===== config.mk =====
export PLATFORM = sky130hd
export DESIGN_NAME = debug_uart_tx
export DESIGN_NICKNAME = d
export VERILOG_FILES = /design/src/rtl/debug_uart_pkg.sv /design/src/rtl/sync_fifo.sv /design/src/rtl/debug_uart_tx.sv
export SDC_FILE = /design/constraint.sdc
export NUM_CORES = 1
export LEC_CHECK = 0
export ABC_AREA = 1
export ABC_CLOCK_PERIOD_IN_PS = 2400
export CORE_MARGIN = 2
export CORE_UTILIZATION = 26
export DETAILED_ROUTE_END_ITERATION = 12
export GPL_TIMING_DRIVEN = 0
export PLACE_DENSITY = 0.51
export SLEW_MARGIN = 20
export SYNTH_ARGS = -nofsm -noshare
export SYNTH_HDL_FRONTEND = slang
export SYNTH_SLANG_ARGS = --single-unit
export TNS_END_PERCENT = 20

===== constraint.sdc =====
create_clock -name clk -period 2.4 [get_ports clk]
set_input_delay 0.48 -clock clk [delete_from_list [all_inputs] [get_ports clk]]
set_output_delay 0.48 -clock clk [all_outputs]
set_load 0.1 [all_outputs]

===== src/rtl/debug_uart_pkg.sv =====
// Shared types and constant helpers for the debug UART transmitter.
package debug_uart_pkg;

    typedef enum logic [1:0] {
        ST_IDLE  = 2'd0,
        ST_START = 2'd1,
        ST_DATA  = 2'd2,
        ST_STOP  = 2'd3
    } uart_state_e;

    localparam logic [7:0] ASCII_SPACE = 8'h20;

    // Bit period in clock cycles, rounded to nearest.
    function automatic int unsigned baud_div(input int unsigned clk_hz, input int unsigned baud);
        return (clk_hz + baud / 2) / baud;
    endfunction

    // Uppercase ASCII hex digit for one nibble.
    function automatic logic [7:0] nib2ascii(input logic [3:0] nib);
        return (nib < 4'd10) ? (8'h30 + 8'(nib)) : (8'h37 + 8'(nib));
    endfunction

endpackage


===== src/rtl/sync_fifo.sv =====
// Synchronous FIFO with registered count and pointers; first word visible on rd_data.
module sync_fifo #(
    parameter int unsigned WIDTH = 8,
    parameter int unsigned DEPTH = 16
) (
    input  logic                     clk,
    input  logic                     rst_n,
    input  logic                     push,
    input  logic [WIDTH-1:0]         wr_data,
    input  logic                     pop,
    output logic [WIDTH-1:0]         rd_data,
    output logic                     full,
    output logic                     empty,
    output logic [$clog2(DEPTH):0]   count
);

    localparam int unsigned AW = $clog2(DEPTH);
    localparam int unsigned CW = AW + 1;

    logic [WIDTH-1:0] mem_q [DEPTH];
    logic [AW-1:0]    wr_ptr_q, wr_ptr_d;
    logic [AW-1:0]    rd_ptr_q, rd_ptr_d;
    logic [CW-1:0]    count_q, count_d;
    logic             do_push, do_pop;

    assign full    = (count_q == CW'(DEPTH));
    assign empty   = (count_q == '0);
    assign count   = count_q;
    assign rd_data = mem_q[rd_ptr_q];
    assign do_push = push && !full;
    assign do_pop  = pop && !empty;

    // Pointer and occupancy next-state.
    always_comb begin
        wr_ptr_d = wr_ptr_q;
        rd_ptr_d = rd_ptr_q;
        count_d  = count_q;
        if (do_push) wr_ptr_d = wr_ptr_q + 1'b1;
        if (do_pop)  rd_ptr_d = rd_ptr_q + 1'b1;
        case ({do_push, do_pop})
            2'b10:   count_d = count_q + 1'b1;
            2'b01:   count_d = count_q - 1'b1;
            default: count_d = count_q;
        endcase
    end

    // Pointer and occupancy registers.
    always_ff @(posedge clk or negedge rst_n) begin
        if (!rst_n) begin
            wr_ptr_q <= '0;
            rd_ptr_q <= '0;
            count_q  <= '0;
        end else begin
            wr_ptr_q <= wr_ptr_d;
            rd_ptr_q <= rd_ptr_d;
            count_q  <= count_d;
        end
    end

    // Storage array; contents are don't-care until written.
    always_ff @(posedge clk) begin
        if (do_push) mem_q[wr_ptr_q] <= wr_data;
    end

endmodule


===== src/rtl/debug_uart_tx.sv =====
// Buffered 8N1 UART transmitter for the debug byte stream.
// Define DEBUG_UART_HEX_EN to send each byte as two ASCII hex digits plus a space.
module debug_uart_tx
    import debug_uart_pkg::*;
#(
    parameter int unsigned CLK_HZ     = 48000000,
    parameter int unsigned BAUD       = 115200,
    parameter int unsigned FIFO_DEPTH = 16
) (
    input  logic       clk,
    input  logic       rst_n,
    input  logic [7:0] in_data,
    input  logic       in_valid,
    output logic       in_ready,
    output logic       uart_tx,
    output logic       busy
);

    localparam int unsigned DIV   = baud_div(CLK_HZ, BAUD);
    localparam int unsigned CNT_W = $clog2(DIV);
    localparam int unsigned CW    = $clog2(FIFO_DEPTH) + 1;
    localparam logic [CNT_W-1:0] CNT_RELOAD = CNT_W'(DIV - 1);

    uart_state_e      state_q, state_d;
    logic [CNT_W-1:0] cnt_q, cnt_d;
    logic [2:0]       idx_q, idx_d;
    logic [7:0]       shift_q, shift_d;
    logic             tx_q, tx_d;
    logic             busy_q, busy_d;
`ifdef DEBUG_UART_HEX_EN
    logic [7:0]       byte_q, byte_d;
    logic [1:0]       char_q, char_d;
`endif

    logic             fifo_full, fifo_empty;
    logic [7:0]       fifo_rd_data;
    logic [CW-1:0]    fifo_count, fifo_count_nxt;
    logic             push_c, pop_c;

    assign in_ready = !fifo_full;
    assign push_c   = in_valid && !fifo_full;
    assign uart_tx  = tx_q;
    assign busy     = busy_q;

    sync_fifo #(
        .WIDTH (8),
        .DEPTH (FIFO_DEPTH)
    ) u_fifo (
        .clk     (clk),
        .rst_n   (rst_n),
        .push    (push_c),
        .wr_data (in_data),
        .pop     (pop_c),
        .rd_data (fifo_rd_data),
        .full    (fifo_full),
        .empty   (fifo_empty),
        .count   (fifo_count)
    );

    // Frame sequencer: start bit, eight data bits LSB-first, stop bit.
    always_comb begin
        state_d = state_q;
        cnt_d   = cnt_q;
        idx_d   = idx_q;
        shift_d = shift_q;
        tx_d    = tx_q;
        pop_c   = 1'b0;
`ifdef DEBUG_UART_HEX_EN
        byte_d  = byte_q;
        char_d  = char_q;
`endif
        case (state_q)
            ST_IDLE: begin
                if (!fifo_empty) begin
                    pop_c   = 1'b1;
                    tx_d    = 1'b0;
                    cnt_d   = CNT_RELOAD;
                    state_d = ST_START;
                end
            end
            ST_START: begin
                if (cnt_q == '0) begin
                    cnt_d   = CNT_RELOAD;
                    idx_d   = 3'd0;
                    tx_d    = shift_q[0];
                    state_d = ST_DATA;
                end else begin
                    cnt_d = cnt_q - 1'b1;
                end
            end
            ST_DATA: begin
                if (cnt_q == '0) begin
                    cnt_d = CNT_RELOAD;
                    if (idx_q == 3'd7) begin
                        tx_d    = 1'b1;
                        state_d = ST_STOP;
                    end else begin
                        idx_d   = idx_q + 3'd1;
                        shift_d = shift_q >> 1;
                        tx_d    = shift_q[1];
                    end
                end else begin
                    cnt_d = cnt_q - 1'b1;
                end
            end
            ST_STOP: begin
                if (cnt_q == '0) begin
                    cnt_d = CNT_RELOAD;
`ifdef DEBUG_UART_HEX_EN
                    if (char_q != 2'd2) begin
                        char_d  = char_q + 2'd1;
                        shift_d = (char_q == 2'd0) ? nib2ascii(byte_q[3:0]) : ASCII_SPACE;
                        tx_d    = 1'b0;
                        state_d = ST_START;
                    end else
`endif
                    if (!fifo_empty) begin
                        pop_c   = 1'b1;
                        tx_d    = 1'b0;
                        state_d = ST_START;
                    end else begin
                        state_d = ST_IDLE;
                    end
                end else begin
                    cnt_d = cnt_q - 1'b1;
                end
            end
            default: state_d = ST_IDLE;
        endcase

        // Loading a freshly popped byte into the shifter.
        if (pop_c) begin
`ifdef DEBUG_UART_HEX_EN
            byte_d  = fifo_rd_data;
            char_d  = 2'd0;
            shift_d = nib2ascii(fifo_rd_data[7:4]);
`else
            shift_d = fifo_rd_data;
`endif
        end

        fifo_count_nxt = fifo_count + CW'(push_c) - CW'(pop_c);
        busy_d = (state_d != ST_IDLE) || (fifo_count_nxt != '0);
    end

    // Sequencer and output registers.
    always_ff @(posedge clk or negedge rst_n) begin
        if (!rst_n) begin
            state_q <= ST_IDLE;
            cnt_q   <= '0;
            idx_q   <= '0;
            shift_q <= '0;
            tx_q    <= 1'b1;
            busy_q  <= 1'b0;
`ifdef DEBUG_UART_HEX_EN
            byte_q  <= '0;
            char_q  <= '0;
`endif
        end else begin
            state_q <= state_d;
            cnt_q   <= cnt_d;
            idx_q   <= idx_d;
            shift_q <= shift_d;
            tx_q    <= tx_d;
            busy_q  <= busy_d;
`ifdef DEBUG_UART_HEX_EN
            byte_q  <= byte_d;
            char_q  <= char_d;
`endif
        end
    end

endmodule

==> results.json, run 1 <==
{
  "outcome": "finished with violations",
  "violations": "setup timing",
  "max-vdd-ir-drop_mv": 0.432,
  "synth_nets": 839,
  "finalWorstPathRequiredPeriod_ns": 2.52,
  "max_cap_violations": 0,
  "netlist_top_cells_area": "sky130_fd_sc_hd__edfxtp_1, sky130_fd_sc_hd__dfrtp_1, sky130_fd_sc_hd__nand2_1, sky130_fd_sc_hd__nand3_1, sky130_fd_sc_hd__inv_1",
  "unrepaired_setup_endpoints_after_global_routing": "yes",
  "critical_path.n_buffers_inverters": 3,
  "finished_cell_area_mm2": 0.00944,
  "fin_worst_hold_slack_ns": 0.473,
  "powerDensity_mw_per_mm2": 809,
  "ys_seq_elements": 165,
  "multi_input_comb_area_mm2": 0.00257,
  "max-slew-margin-rel_pct": 35.0,
  "yosys.cell_types.count": 35,
  "global_route_usage_over_all_layers_pct": 12.6,
  "area_growth_pct": 20.6,
  "layout_worst_path_cycle_share_pct": 105,
  "dpl_worst_slack_ns": -0.426,
  "cp-end-kind": "register",
  "crit_path_max_incr_delay_ns": 0.76,
  "final_antenna_net_count": 0,
  "dr_total_vias": 5455,
  "worst_ep_required_ns": 2.45,
  "worstSkewPairLatency_ns": 0.44,
  "worstReg2RegEnd": "u_fifo.mem_q[14][0]",
  "final_nets": 893,
  "placement_rows": 63,
  "crit_arrival_ns": 2.58,
  "hold_violations": 0,
  "floorplan.die.width_um": 178,
  "core_area_mm2": 0.0296,
  "final_util_pct": 31.9,
  "reg2reg_from": "u_fifo.count[2]",
  "synth_seq_area_share_pct": 60.9,
  "syn_area_per_cell_um2": 9.74,
  "clock-root-buffer": "sky130_fd_sc_hd__clkbuf_16",
  "fp.dieArea_mm2": 0.0315,
  "ff2ff_path_depth": 10,
  "max_slew.worst_pin.slew_ns": 0.972,
  "hold_path.startpoint": "shift_q[7]",
  "detailedPlacementHpwl_um": 12600,
  "synthArstFlopShare_pct": 22.4,
  "worstSetupPathType": "reg2reg",
  "whs_endpoint": "shift_q[7]",
  "cts-root-to-sink-buffers": 2,
  "syn-instance-count": 804,
  "path_delay_family": "simple AND/OR/NAND/NOR gates",
  "synth_edf_count": 128,
  "placement.cell_area_mm2": 0.00850,
  "final_layout_size_suffix_gt1_share_pct": 14.7,
  "detail_route.wirelength_um": 18600,
  "remaining_drc_errors": 0,
  "critical_path_depth": 10,
  "hold_class": "reg2reg",
  "io-pin-count": 14,
  "fin_skew_ns": 0.0137,
  "antenna_cells_inserted": 0,
  "synth_top_area_share_pct": 49.1,
  "slowest_library_cell_on_the_worst_path": "sky130_fd_sc_hd__nor2_1",
  "number_of_antenna_violations_at_the_first_check_in_global_routing": 0,
  "wire_per_inst_um": 14.7,
  "critical_path_cell_sequence": "inv_2 -> ha_1 -> nand2_1 -> nor2_4 -> buf_4 -> nand2_4 -> nand2_2 -> inv_2 -> nand2_1 -> nor2_1",
  "critPathMaxFanout": 8,
  "drv_slew": 0,
  "die_height_um": 178,
  "maxClockFrequency_mhz": 396,
  "clock_tree.htree_level_count": 4,
  "grt_start_max_net_pins": 22,
  "cts.reportedPaths.clkPinSlew_ns": 0.07,
  "most_common_cell_after_layout_fill_and_taps_aside": "sky130_fd_sc_hd__nand2_1",
  "cts_tree": "built",
  "grt_pass1_vias": 5452,
  "synthDominantAreaCellType": "sky130_fd_sc_hd__edfxtp_1",
  "synth.cell_area_mm2": 0.00783,
  "numCtsBuffers": 17,
  "layout.area.seq_mm2": 0.00477,
  "place.gp.congestion": 0.819,
  "cts_sinks": 165,
  "power.leakage_nw": 4.10,
  "viasPerCell": 4.33,
  "grt_overflow": 0,
  "setup.worst_path.start_class": "register",
  "rrSetupSlack_ns": -0.12,
  "most_used_cells_in_the_layout_excluding_fill_and_tap_cells": "sky130_fd_sc_hd__nand2_1, sky130_fd_sc_hd__edfxtp_1, sky130_fd_sc_hd__nand3_1",
  "numPortBuffers": 13,
  "finalSetupTns_ns": -2.03,
  "drt_pre_antenna_iters": 6,
  "global_route_wire_length_before_repair_um": 29700,
  "synth-warning-count": 0,
  "fillers": 3070,
  "yosys_most_used_dff": "sky130_fd_sc_hd__edfxtp_1",
  "initial_utilization_pct": 26.4,
  "min_path_cells": 2,
  "drt_iter0_drc": 369,
  "setup_slack_ns": -0.124,
  "finalSetupViolCount": 18
}
-- logic make-up (layout without fill, tap and decap cells) --
kind of cell	Yosys count	count (layout)	synth area share [%]
xor gates and xnor gates	14	14	1.66
adders and majority gates	24	24	4.03
buffers and inverters	162	229	8.25
DFF	165	165	60.9
AOI/OAI and AO/OA	41	41	2.81
and+or+nand+nor	398	398	22.3
-- stage by stage --
stage	instances	total power, mW
2_1_floorplan	804	4.26
3_3_place_gp	1207	4.56
3_5_place_dp	1208	4.58
4_1_cts	1260	7.68
5_1_grt	1261	7.98
6_report	1261	7.64
-- tightest hold or removal path, stage by stage, from the launching register on --
cell	delay (ns)
sky130_fd_sc_hd__dfrtp_1	0.34
sky130_fd_sc_hd__nand2_1	0.06
sky130_fd_sc_hd__nand2_1	0.05
-- worst max-delay path by stage --
stage	from	end	slack [ns]
after detailed placement	state_q[0]	busy	-0.43
after global placement	state_q[0]	busy	-0.43
after global routing	u_fifo.count[2]	u_fifo.mem_q[6][6]	-0.29
final	u_fifo.count[2]	u_fifo.mem_q[14][0]	-0.12
after floorplan	cnt_q[0]	busy	-0.13
after CTS	u_fifo.count[2]	u_fifo.mem_q[6][7]	-0.14
-- state kept, by name, summed over array words and instances (netlist names) --
register         flops
cnt_q                9
u_fifo.mem_q       128
state_q              2
shift_q              8
busy                 1
u_fifo.count         5
u_fifo.wr_ptr_q      4
uart_tx              1
idx_q                3
u_fifo.rd_ptr_q      4
-- synth_stat cells, types with 2 or more instances --
cell                       count
sky130_fd_sc_hd__nand2_1     228
sky130_fd_sc_hd__edfxtp_1    128
sky130_fd_sc_hd__nand3_1     126
sky130_fd_sc_hd__inv_1       125
sky130_fd_sc_hd__dfrtp_1      36
sky130_fd_sc_hd__ha_1         22
sky130_fd_sc_hd__nor2_1       22
sky130_fd_sc_hd__o21ai_0      20
sky130_fd_sc_hd__a21oi_1      12
sky130_fd_sc_hd__buf_2        12
sky130_fd_sc_hd__clkbuf_1     12
sky130_fd_sc_hd__xor2_1       11
sky130_fd_sc_hd__nand2_2       8
sky130_fd_sc_hd__inv_2         7
sky130_fd_sc_hd__o22ai_1       5
sky130_fd_sc_hd__nand4_1       4
sky130_fd_sc_hd__buf_4         3
sky130_fd_sc_hd__clkinv_1      2
sky130_fd_sc_hd__fa_1          2
sky130_fd_sc_hd__nor2_4        2
sky130_fd_sc_hd__nor3_1        2
sky130_fd_sc_hd__xnor2_1       2
-- routing by layer --
metal	up-vias	GRT usage, %	wire length [um]
li1	2716	-	-
met1	2616	15.6	8390
met2	97	21.6	9130
met3	26	2.38	563
met4	0	4.92	500
met5	-	0	0
-- area by class of cell --
type                            count  share of cell area (%)
Buffer                             28                    1.55
Clock buffer                       17                    4.51
Clock inverter                     15                    2.37
Inverter                          134                    5.33
Multi-Input combinational cell    477                    27.2
Sequential cell                   165                    50.5
Tap cell                          390                    5.17
Timing Repair Buffer               35                    3.34
-- report_power, final --
part           internal (mW)  switching (mW)  leakage [nW]  total, mW
Sequential              3.39           0.134          1.60       3.52
Combinational          0.403           0.760          2.19       1.16
Clock                   1.62            1.33         0.316       2.96
-- timing repair --
item | in CTS | in global routing
endpoints found under the hold margin | 14 | 0
endpoints found under the setup margin | 31 | 64
resized for setup | 32 | 8
gates cloned | 0 | 0
buffers inserted | 19 | 1
pin swaps | 11 | 5
hold buffers | 1 | 0
Note: power is estimated with default switching activity, not from simulation.
==> run 2, diff against run 1 <==
SETUP_SLACK_MARGIN = 0.02   (was not set)
==> run 2 against run 1 <==
Against the previous run:
- largest cell class unchanged
- highest routed layer unchanged
- the flow still finishes with violations (setup timing)
- utilization rose by 0.084 points
- critical path depth rose by 5
- final area rose by 0.27%
==> results.json, run 2 (synthesis results as in run 1) <==
{
  "power_frac_seq_pct": 45.7,
  "powerDensity_mw_per_mm2": 813,
  "worstReg2RegEnd": "busy",
  "critical_path_cell_sequence": "inv_2 -> ha_2 -> inv_2 -> nand2_4 -> nand3b_4 -> nand2_2 -> nand2_2 -> ha_4 -> fa_2 -> a21oi_2 -> o21bai_1 -> nand2_1 -> nand3_1 -> nor2_1 -> nand3_1",
  "numPortBuffers": 13,
  "cts.reportedPaths.clkPinSlew_ns": 0.07,
  "finalSetupViolCount": 1,
  "final_antenna_net_count": 0,
  "met2WireLength_um": 9190,
  "io-pin-count": 14,
  "global_route_wire_length_before_repair_um": 29700,
  "clock_tree.htree_level_count": 4,
  "max_cap_violations": 0,
  "total_instance_count_after_detailed_placement": 1208,
  "violations": "setup timing",
  "largest_registers": "u_fifo.mem_q (128), cnt_q (9), shift_q (8)",
  "core_area_mm2": 0.0296,
  "final_layout_size_suffix_gt1_share_pct": 16.0,
  "largest_register": "u_fifo.mem_q",
  "cts_tree": "built",
  "outcome": "finished with violations",
  "hold_violations": 0,
  "critPathMaxFanout": 4,
  "slowest_library_cell_on_the_worst_path": "sky130_fd_sc_hd__dfrtp_1",
  "worstSkewPairLatency_ns": 0.44,
  "max-vdd-ir-drop_mv": 0.433,
  "met1Wirelength_um": 8310,
  "drt_iter0_drc": 368,
  "grt_overflow": 0,
  "met3_wire_length_um": 621,
  "remaining_drc_errors": 0,
  "drt_pre_antenna_iters": 7,
  "whs_endpoint": "shift_q[7]",
  "worstSetupPathType": "reg2reg",
  "hold_path.startpoint": "shift_q[7]",
  "area_growth_pct": 20.9,
  "cts_sinks": 165,
  "max-slew-margin-rel_pct": 36.0,
  "detailedPlacementHpwl_um": 12600,
  "initial_utilization_pct": 26.4,
  "hold_class": "reg2reg",
  "grt_pass1_vias": 5450,
  "clock-root-buffer": "sky130_fd_sc_hd__clkbuf_16",
  "placement_rows": 63,
  "floorplan.die.width_um": 178,
  "grt_start_max_net_pins": 22,
  "crit_arrival_ns": 2.79,
  "wire_per_inst_um": 14.7,
  "swShare_pct": 29.3,
  "cts-root-to-sink-buffers": 2,
  "drv_slew": 0,
  "unrepaired_setup_endpoints_after_global_routing": "yes",
  "non_filler_instance_count_after_layout": 1263,
  "rrSetupSlack_ns": -0.08,
  "power.leakage_nw": 4.11,
  "fin_skew_ns": 0.0138,
  "maxClockFrequency_mhz": 403,
  "viasPerCell": 4.29,
  "fp.dieArea_mm2": 0.0315,
  "global_route_usage_over_all_layers_pct": 12.6,
  "reg2reg_from": "state_q[1]",
  "min_path_cells": 2,
  "place.gp.congestion": 0.819,
  "die_height_um": 178,
  "numCtsBuffers": 17,
  "setup_slack_ns": -0.0810,
  "worst_ep_required_ns": 2.71,
  "ff2ff_path_depth": 15,
  "largest_reg_flops": 128,
  "layout_worst_path_cycle_share_pct": 103,
  "most_common_cell_after_layout_fill_and_taps_aside": "sky130_fd_sc_hd__nand2_1",
  "clock_power_share_pct": 38.4,
  "power_switching_mw": 2.26,
  "most_used_cells_in_the_layout_excluding_fill_and_tap_cells": "sky130_fd_sc_hd__nand2_1, sky130_fd_sc_hd__edfxtp_1, sky130_fd_sc_hd__nand3_1",
  "combPwrFrac_pct": 15.9,
  "detail_route.wirelength_um": 18600,
  "max_slew.worst_pin.slew_ns": 0.958,
  "antenna_cells_inserted": 0,
  "cp-end-kind": "register",
  "number_of_antenna_violations_at_the_first_check_in_global_routing": 0,
  "crit_path_max_incr_delay_ns": 0.41,
  "internal-power_mw": 5.44,
  "layout.area.seq_mm2": 0.00477,
  "final_nets": 895,
  "maxUsedRoutingLayer": "met4",
  "finalSetupTns_ns": -0.0810,
  "setup.worst_path.start_class": "register",
  "fillers": 3063,
  "finalWorstPathRequiredPeriod_ns": 2.48,
  "dr_total_vias": 5421,
  "multi_input_comb_area_mm2": 0.00258
}
==> run 2: cell count changes in the layout (fill, tap and decap cells not counted), sizes merged <==
cell,change
buf,+2
==> run 2: layout make-up <==
cell class | count | area share [%]
clock inverters | 15 | 2.37
multi-input cells | 477 | 27.3
inverters | 134 | 5.31
clock buffers | 17 | 4.49
repair buffers | 38 | 3.57
plain buffers | 27 | 1.39
flip-flops and latches | 165 | 50.4
well taps | 390 | 5.16
==> run 2: power groups by stage <==
stage	Clock (mW)	Sequential [mW]	Combinational (mW)
floorplan	0	3.55	0.711
global placement	0	3.58	0.978
detailed placement	0	3.59	0.997
CTS	3.02	3.52	1.15
global route	3.11	3.55	1.38
finish	2.96	3.52	1.22
==> run 2: how the worst max path moves through the flow <==
stage	start	cells past startpoint	to
after CTS	u_fifo.count[2]	10	u_fifo.mem_q[6][7]
after global routing	cnt_q[1]	18	busy
final	state_q[1]	15	busy
after floorplan	cnt_q[0]	17	busy
after detailed placement	state_q[0]	15	busy
after global placement	state_q[0]	15	busy
==> run 2: worst max-delay path, delay by kind of cell, from the launching register on <==
family          cells  cell delay [ns]
fa+ha+maj           3             0.84
simple gates        8             0.68
flops               1             0.41
compound gates      2             0.27
buf+inv             2             0.15
==> run 2: routing by layer <==
layer  track usage (%)  vias to the layer above
li1                  -                     2721
met1              15.6                     2575
met2              21.6                       98
met3              2.38                       27
met4              4.92                        0
met5                 0                        -
==> run 2: repair_timing <==
item,4_1_cts,5_1_grt
pin swaps,12,15
setup endpoints to repair,50,95
gates cloned,0,0
endpoints found under the hold margin,14,0
setup buffers,19,4
resized for setup,34,16
hold buffers,1,0
==> run 2: through the flow <==
stage                     area, um^2  util [%]  power (mW)  hold slack (ns)  setup WS [ns]
after global routing            9470      31.9        8.03            0.499         -0.215
after CTS                       9400      31.7        7.69            0.478         -0.139
after floorplan                 7860         -        4.26            0.184         -0.128
final                           9470      31.9        7.70            0.474        -0.0810
after detailed placement        8500      28.7        4.58            0.458         -0.426
after global placement          8480      28.6        4.56            0.456         -0.425
==> run 3, diff against run 2 <==
ABC_AREA = not set   (was 1)
ABC_CLOCK_PERIOD_IN_PS = 2260   (was 2400)
clock period = 2.26 ns   (was 2.4 ns; I/O delays follow)
==> run 3 against run 2 <==
Against the previous run:
- the run still ends with setup timing left
- hold slack gained 0.0078 ns
- combinational power grew to 3.5 times the previous value
- critical path depth shrank 2
- non-clock buffer count shrank 8
- synthesized cell count shrank 43%
- clock power shrank 7.4%
- maximum frequency shrank 13%
- power grew 44%
- critical path type unchanged
==> results.json, run 3 <==
{
  "grt_pass1_vias": 4339,
  "place.gp.congestion": 0.737,
  "synth_nets": 492,
  "final_antenna_net_count": 0,
  "crit_arrival_ns": 3.14,
  "outcome": "finished with violations",
  "critical_path.n_buffers_inverters": 2,
  "worstReg2RegEnd": "busy",
  "path_delay_family": "simple AND/OR/NAND/NOR gates",
  "power_switching_mw": 4.02,
  "cts_tree": "built",
  "cts.reportedPaths.clkPinSlew_ns": 0.07,
  "ys_seq_elements": 165,
  "maxClockFrequency_mhz": 351,
  "setup_slack_ns": -0.586,
  "reg2reg_from": "cnt_q[0]",
  "synth-warning-count": 0,
  "wire_per_inst_um": 17.6,
  "final_util_pct": 32.7,
  "fillers": 2615,
  "unrepaired_setup_endpoints_after_global_routing": "yes",
  "placement_rows": 60,
  "worstSkewPairLatency_ns": 0.43,
  "hold_violations": 0,
  "detailedPlacementHpwl_um": 10000,
  "synth_top_area_share_pct": 53.5,
  "synth_edf_count": 128,
  "cts_sinks": 165,
  "clock_power_share_pct": 24.7,
  "power.leakage_nw": 3.10,
  "viasPerCell": 4.68,
  "final_layout_size_suffix_gt1_share_pct": 28.0,
  "global_route_usage_over_all_layers_pct": 11.0,
  "synth.cell_area_mm2": 0.00718,
  "most_common_cell_after_layout_fill_and_taps_aside": "sky130_fd_sc_hd__edfxtp_1",
  "yosys.cell_types.count": 52,
  "finalSetupViolCount": 21,
  "max_slew.worst_pin.slew_ns": 0.949,
  "finalWorstPathRequiredPeriod_ns": 2.85,
  "grt_start_max_net_pins": 25,
  "die_height_um": 170,
  "design_power_total_mw": 11.1,
  "synth_seq_area_share_pct": 66.5,
  "global_route_wire_length_before_repair_um": 23800,
  "powerDensity_mw_per_mm2": 1260,
  "largest_register": "u_fifo.mem_q",
  "cp-end-kind": "register",
  "largest_registers": "u_fifo.mem_q (128), cnt_q (9), shift_q (8)",
  "drt_iter0_drc": 207,
  "yosys_most_used_dff": "sky130_fd_sc_hd__edfxtp_1",
  "endpoint": "busy",
  "max-vdd-ir-drop_mv": 0.447,
  "worst_ep_required_ns": 2.55,
  "core_area_mm2": 0.0270,
  "numPortBuffers": 13,
  "layout_worst_path_cycle_share_pct": 126,
  "combPwrFrac_pct": 38.2,
  "syn-instance-count": 457,
  "numCtsBuffers": 17,
  "dr_total_vias": 4054,
  "setup.worst_path.start_class": "register",
  "critical_path_cell_sequence": "inv_2 -> ha_4 -> nor4b_4 -> a31oi_4 -> buf_4 -> o21ai_1 -> nand2_4 -> ha_4 -> fa_2 -> xor2_1 -> or3_4 -> nor3_4 -> o211ai_1",
  "ff2ff_path_depth": 13,
  "critical_path_depth": 13,
  "synthDominantAreaCellType": "sky130_fd_sc_hd__edfxtp_1",
  "most_common_cell_in_the_netlist": "sky130_fd_sc_hd__edfxtp_1",
  "initial_utilization_pct": 26.6,
  "power_frac_seq_pct": 37.1,
  "worstSetupPathType": "reg2reg",
  "largest_reg_flops": 128,
  "cts-root-to-sink-buffers": 2,
  "internal-power_mw": 7.07,
  "fin_skew_ns": 0.0151,
  "timing.critical_path.from": "cnt_q[0]",
  "max-slew-margin-rel_pct": 37.0,
  "floorplan.die.width_um": 170,
  "io-pin-count": 14,
  "rrSetupSlack_ns": -0.59,
  "grt_overflow": 0,
  "clock-root-buffer": "sky130_fd_sc_hd__clkbuf_16",
  "clock_tree.htree_level_count": 4,
  "critPathMaxFanout": 2,
  "synthArstFlopShare_pct": 22.4,
  "drv_slew": 0,
  "max_cap_violations": 0,
  "drt_pre_antenna_iters": 4,
  "hold_class": "in2async",
  "area_growth_pct": 22.9,
  "violations": "setup timing",
  "slowest_library_cell_on_the_worst_path": "sky130_fd_sc_hd__dfrtp_1",
  "number_of_antenna_violations_at_the_first_check_in_global_routing": 0,
  "final_nets": 547,
  "antenna_cells_inserted": 0,
  "remaining_drc_errors": 0,
  "fp.dieArea_mm2": 0.0290,
  "most_used_cells_in_the_layout_excluding_fill_and_tap_cells": "sky130_fd_sc_hd__edfxtp_1, sky130_fd_sc_hd__nand2_1, sky130_fd_sc_hd__dfrtp_1",
  "netlist_top_cells_area": "sky130_fd_sc_hd__edfxtp_1, sky130_fd_sc_hd__dfrtp_1, sky130_fd_sc_hd__mux4_2, sky130_fd_sc_hd__ha_1, sky130_fd_sc_hd__nand2_1",
  "syn_area_per_cell_um2": 15.7,
  "yosys-top-cells-count": "sky130_fd_sc_hd__edfxtp_1, sky130_fd_sc_hd__nand2_1, sky130_fd_sc_hd__dfrtp_1, sky130_fd_sc_hd__mux4_2",
  "cp_common_cell": "sky130_fd_sc_hd__ha_4",
  "swShare_pct": 36.2,
  "detail_route.wirelength_um": 15200,
  "crit_path_max_incr_delay_ns": 0.39
}
-- run 3: layout make-up --
cell class	instances	area, um^2	area share [%]
timing repair buffer	37	344	3.90
tap	341	427	4.83
clock buffer	19	433	4.91
multi-input combinational	256	2540	28.8
sequential	165	4770	54.1
clock inverter	13	115	1.30
buffer	20	135	1.53
inverter	15	58.8	0.666
-- run 3: worst min path at each step --
stage	start	to	cells after the start
floorplan	rst_n	busy	0
finish	rst_n	busy	2
global route	rst_n	busy	2
CTS	rst_n	busy	2
detailed placement	rst_n	busy	1
global placement	cnt_q[0]	cnt_q[0]	1
-- run 3: metrics by stage --
step                instances  worst slack (ns)  TNS, ns  cell area (um^2)  hold WS, ns
floorplan                 457             -1.26   -66.08              7240        0.156
global placement          811             -1.39   -42.38              7800        0.507
detailed placement        813             -1.43   -29.94              7830        0.395
CTS                       859            -0.667    -3.06              8640        0.492
global route              866            -0.722    -9.44              8820        0.498
finish                    866            -0.586    -2.68              8820        0.482
-- run 3: power by group through the flow --
stage | combinational (mW) | clock (mW) | sequential (mW)
global placement | 3.50 | 0 | 4.12
CTS | 4.00 | 2.80 | 4.10
global route | 4.62 | 2.93 | 4.16
detailed placement | 3.62 | 0 | 4.14
floorplan | 2.59 | 0 | 4.14
finish | 4.23 | 2.74 | 4.11
-- run 3: logic make-up (layout without fill, tap and decap cells) --
| kind of cell | Yosys count | in the layout | share of synthesized area, % |
|---|---|---|---|
| AOI/OAI and AO/OA | 73 | 73 | 6.55 |
| muxes | 42 | 42 | 11.5 |
| xor gates and xnor gates | 15 | 15 | 1.83 |
| DFF | 165 | 165 | 66.5 |
| and+or+nand+nor | 102 | 102 | 7.15 |
| buffers and inverters | 36 | 104 | 2.14 |
| adders and majority gates | 24 | 24 | 4.39 |
-- run 3: what timing repair did --
| item | CTS | global route |
|---|---|---|
| hold buffers | 1 | 0 |
| cloned | 0 | 0 |
| buffers inserted | 14 | 8 |
| setup endpoints to repair | 136 | 138 |
| resized for setup | 54 | 23 |
| pin swaps | 8 | 14 |
| endpoints found under the hold margin | 12 | 0 |
-- run 3: worst reg2reg max path: cells and delay by family (launching register included) --
family	cells	cell delay (ns)
adder cells (fa/ha/maj)	3	0.63
AO/OA/AOI/OAI	3	0.46
XOR/XNOR	1	0.16
flip-flops	1	0.39
AND/OR/NAND/NOR	4	0.83
buffers and inverters	2	0.24
-- run 3: per-layer routing --
| layer | share of wire (%) | global-route usage, % | wire [um] |
|---|---|---|---|
| met5 | 0 | 0 | 0 |
| met4 | 0.71 | 3.16 | 108 |
| met3 | 3.2 | 2.60 | 489 |
| met2 | 52 | 19.1 | 7860 |
| met1 | 44 | 13.5 | 6770 |
